`config.mk`:
```
export PLATFORM = sky130hd
export DESIGN_NAME = bit_scan_iterator
export DESIGN_NICKNAME = d
export VERILOG_FILES = /design/src/rtl/bit_scan_iterator.sv
export SDC_FILE = /design/constraint.sdc
export NUM_CORES = 1
export LEC_CHECK = 0
export CAP_MARGIN = 0
export CORE_MARGIN = 3
export CORE_UTILIZATION = 55
export DETAILED_ROUTE_END_ITERATION = 10
export PLACE_DENSITY = 0.81
export REMOVE_ABC_BUFFERS = 1
export SYNTH_ARGS = -nofsm -noshare
export SYNTH_HDL_FRONTEND = slang
export SYNTH_SLANG_ARGS = --single-unit
```
`constraint.sdc`:
```
create_clock -name clk_i -period 3.4 [get_ports clk_i]
set_input_delay 0.68 -clock clk_i [delete_from_list [all_inputs] [get_ports clk_i]]
set_output_delay 0.68 -clock clk_i [all_outputs]
set_load 0.005 [all_outputs]
```
`src/rtl/bit_scan_iterator.sv`:
```
// Streaming set-bit iterator: accepts a WIDTH-bit word and emits one beat per
// set bit (one-hot, index, last), scanning LSB-first or MSB-first per word.
module bit_scan_iterator #(
  parameter int WIDTH = 16,
  localparam int IDX_W = $clog2(WIDTH)
) (
  input  logic             clk_i,
  input  logic             arst_n_i,
  input  logic [WIDTH-1:0] data_i,
  input  logic             dir_i,
  input  logic             data_val_i,
  output logic             data_ready_o,
  output logic [WIDTH-1:0] bit_o,
  output logic [IDX_W-1:0] idx_o,
  output logic             last_o,
  output logic             empty_o,
  output logic             data_val_o,
  input  logic             data_ready_i
);

  typedef enum logic {
    IDLE,
    BUSY
  } state_t;

  state_t           state_q, state_d;
  logic [WIDTH-1:0] residue_q, residue_d;
  logic [WIDTH-1:0] bit_q, bit_d;
  logic [IDX_W-1:0] idx_q, idx_d;
  logic             last_q, last_d;
  logic             empty_q, empty_d;
  logic             val_q, val_d;
  logic             dir_q, dir_d;

  logic             accept;
  logic             consume;
  logic [WIDTH-1:0] src;
  logic             src_dir;
  logic [IDX_W-1:0] sel_idx;
  logic [WIDTH-1:0] sel_bit;
  logic [WIDTH-1:0] rem;

  // Lowest set bit keeps the first hit; highest keeps the last hit.
  function automatic logic [IDX_W-1:0] pick_idx(input logic [WIDTH-1:0] v,
                                                 input logic msb_first);
    logic [IDX_W-1:0] r;
    logic             found;
    r     = '0;
    found = 1'b0;
    for (int unsigned i = 0; i < WIDTH; i++) begin
      if (v[i] && (msb_first || !found)) begin
        r     = IDX_W'(i);
        found = 1'b1;
      end
    end
    return r;
  endfunction

  assign consume      = val_q && data_ready_i;
  assign data_ready_o = (state_q == IDLE) || (consume && last_q);
  assign accept       = data_val_i && data_ready_o;

  // A fresh word and a residue step share one selector.
  always_comb begin
    src     = accept ? data_i : residue_q;
    src_dir = accept ? dir_i : dir_q;
    sel_idx = pick_idx(src, src_dir);
    sel_bit = '0;
    if (src != '0) begin
      sel_bit[sel_idx] = 1'b1;
    end
    rem = src & ~sel_bit;
  end

  always_comb begin
    state_d   = state_q;
    residue_d = residue_q;
    bit_d     = bit_q;
    idx_d     = idx_q;
    last_d    = last_q;
    empty_d   = empty_q;
    val_d     = val_q;
    dir_d     = dir_q;

    if (accept) begin
      state_d   = BUSY;
      val_d     = 1'b1;
      dir_d     = dir_i;
      bit_d     = sel_bit;
      idx_d     = sel_idx;
      residue_d = rem;
      last_d    = (rem == '0);
      empty_d   = (data_i == '0);
    end else if (consume) begin
      if (last_q) begin
        state_d = IDLE;
        val_d   = 1'b0;
      end else begin
        bit_d     = sel_bit;
        idx_d     = sel_idx;
        residue_d = rem;
        last_d    = (rem == '0);
        empty_d   = 1'b0;
      end
    end
  end

  always_ff @(posedge clk_i or negedge arst_n_i) begin
    if (!arst_n_i) begin
      state_q   <= IDLE;
      residue_q <= '0;
      bit_q     <= '0;
      idx_q     <= '0;
      last_q    <= 1'b0;
      empty_q   <= 1'b0;
      val_q     <= 1'b0;
      dir_q     <= 1'b0;
    end else begin
      state_q   <= state_d;
      residue_q <= residue_d;
      bit_q     <= bit_d;
      idx_q     <= idx_d;
      last_q    <= last_d;
      empty_q   <= empty_d;
      val_q     <= val_d;
      dir_q     <= dir_d;
    end
  end

  assign bit_o      = bit_q;
  assign idx_o      = idx_q;
  assign last_o     = last_q;
  assign empty_o    = empty_q;
  assign data_val_o = val_q;

endmodule

```
==> metrics <==
Period Utilization, post-route 99.9%; CTS sink cnt 40; Nets 519; height of the die 78.7 microns; initial antenna violation count 0; PwrDens 1140 nW/um^2; vias in the first global route 3564; drt pass-1 iters 8; Avg WL per Cell 20.4 microns; CP startpoint kind input port; Die X 78.7 microns; Core Footprint 4910 sq um; # IOs 45; global-route wire length before repair 17.3 mm; hold path cells 2; row count 25; Design Area, Final 4400 sq um; clock skew 5.47 ps; final max-slew violation count 0; R2R cell count 13; WP data arrival 3610 ps; Total Routing Usage GR 35.9%; Max rail drop VDD 0.750 mV; DRT iter0 DRCs 484; Synth Cell Area 2910 sq um; worst-path fanout max 6; r2r setup slk 30 ps; ratio of cells with drive above 1 in the final layout 32.3%; Vias/cell 6.73; CTS max path bufs 2; Synth-to-Final Area Change 51.4%; most frequent cells in the layout 107 x buf_4, 65 x nand2_1, 40 x dfrtp_1; TritonCTS clock tree done; Worst-path clk slew 80 ps; commonest non-fill, non-tap cell in the layout buf_4; gpl congestion 0.992; Total Power 5020 uW; Post-DP Area 4110 sq um; routed wire length 11.6 mm; Ys Warns 0; FILL cells 256; Die ar. 6200 sq um; Lkg Pwr 0.00203 uW; Hold Startpoint bit_o[15]; H-tree Lvls 2; R2R Path Start last_o; Final ANT Viol Nets 0; Residual DRC 0; DP HPWL 8.18 mm; Hold Crit Class register to register; fmax 294 MHz; Hold Path Sink bit_o[15]; CTS Buf Count 5; CTS root buffer clkbuf_8; hold buffer count at cts 0; Worst slew margin 38.8%; #FFs+latches synth 40; outcome completed; via count 3808; Yosys cell types 72; Required @ worst endpoint 3610 ps; worst reg2reg endpoint last_o; ANT cells 0; most used flip-flop cell after synthesis dfrtp_1; number of flops mapped to enable cells by yosys 0; Async S/R FF share, synth 100%; Clock Latency Late Sink 300 ps; total global routing overflow 0; WHS 482 ps; Tightest Pin Transition 917 ps; initial core utilization 59.2%; Cells after Synth 355; sequential share of the synthesized area 34.4%; Tmin final 3400 ps; final hold vios 0; WS Path Type input port to register; Max-Cap Viols 0; syn avg cell area 8.19 sq um; largest net degree at the start of global routing 41; endpoint class of the critical path register; number of port buffers 44; Setup Viol. Count Final 0
-- layout make-up --
cell class	count	area, sq um	share of cell area, %
clock buffers	6	72.6	1.65
clock inverters	2	35.0	0.796
inverters	9	38.8	0.881
multi-input cells	289	1880	42.8
flip-flops and latches	40	1000	22.7
well taps	67	83.8	1.90
repair buffers	153	1290	29.2
-- sequential cells by signal, indices dropped and copies added, names as in the netlist --
register,cells
data_val_o,1
last_o,1
residue_q,16
empty_o,1
dir_q,1
bit_o,16
idx_o,4
-- worst max-delay path: stages --
cell and delay [ps]:
clkdlybuf4s50_1 680, nor2_1 140, nand4_1 170, a221o_1 200
a21oi_1 90, or4_4 520, a21o_1 190, a211oi_2 250
a21oi_2 80, a2111o_1 370, o31ai_2 240
-- layer usage --
layer  track usage, %  wire length [microns]
met2             60.2                   5290
met3             6.69                   1180
met4             18.4                    836
met5                0                      0
met1             44.2                   4260
-- timing repair --
item	CTS	global route
pin swaps	8	15
resized for setup	11	23
gates cloned	0	0
setup buffers	6	7
endpoints found under the setup margin	3	11
-- synth_stat cells (3+ instances only) --
cell / n / share of area (%)
nand2_1: 65 / 8.4
dfrtp_1: 40 / 34
nor2_1: 38 / 4.9
o21ai_0: 32 / 5.5
a21oi_1: 19 / 3.3
clkbuf_1: 9 / 1.2
mux2_2: 9 / 3.5
mux2i_1: 9 / 3.1
a21o_1: 8 / 2.1
inv_1: 7 / 0.90
buf_2: 5 / 0.86
nand2b_1: 5 / 1.1
nor3_1: 5 / 0.86
nor4_1: 5 / 1.1
o22ai_1: 5 / 1.1
o31ai_1: 5 / 1.3
and3_1: 4 / 0.86
nand3_1: 4 / 0.69
a2111o_1: 3 / 1.2
a31oi_1: 3 / 0.65
a32o_1: 3 / 1.0
a32oi_1: 3 / 0.90
nand4_1: 3 / 0.65
o211a_1: 3 / 1.0
o21ai_1: 3 / 0.52
-- cell families after synthesis --
kind of cell	after synthesis	share of synthesized area, %
AOI/OAI and AO/OA	119	29.1
and+or+nand+nor	152	25.8
buffers and inverters	26	4.04
DFF	40	34.4
muxes	18	6.58
-- per-stage QoR --
stage | utilization, % | setup TNS (ps) | instances | setup slack [ps]
after floorplan | - | -8860 | 338 | -819
after global placement | 83.6 | -3590 | 545 | -530
after detailed placement | 83.6 | -4550 | 545 | -560
after CTS | 87.2 | 0 | 559 | 3.72
after global routing | 89.7 | -88.3 | 566 | -78.7
final | 89.7 | 0 | 566 | 3.01
-- worst max-delay path by stage --
stage	startpoint	endpoint	slack, ps	cells past startpoint
detailed placement	data_val_i	last_o	-560	13
global route	last_o	last_o	-80	13
finish	data_i[12]	last_o	3	11
global placement	data_val_i	last_o	-530	11
CTS	data_i[3]	last_o	4	12
floorplan	data_val_i	last_o	-820	9
-- where the power goes --
group	leakage (uW)	total, uW	switching (uW)	internal [uW]
registers	0.000526	867	214	652
clock network	0.0000552	394	176	218
logic	0.00145	3760	1890	1870
total	0.00203	5020	2280	2740
Note: power is estimated with default switching activity, not from simulation.
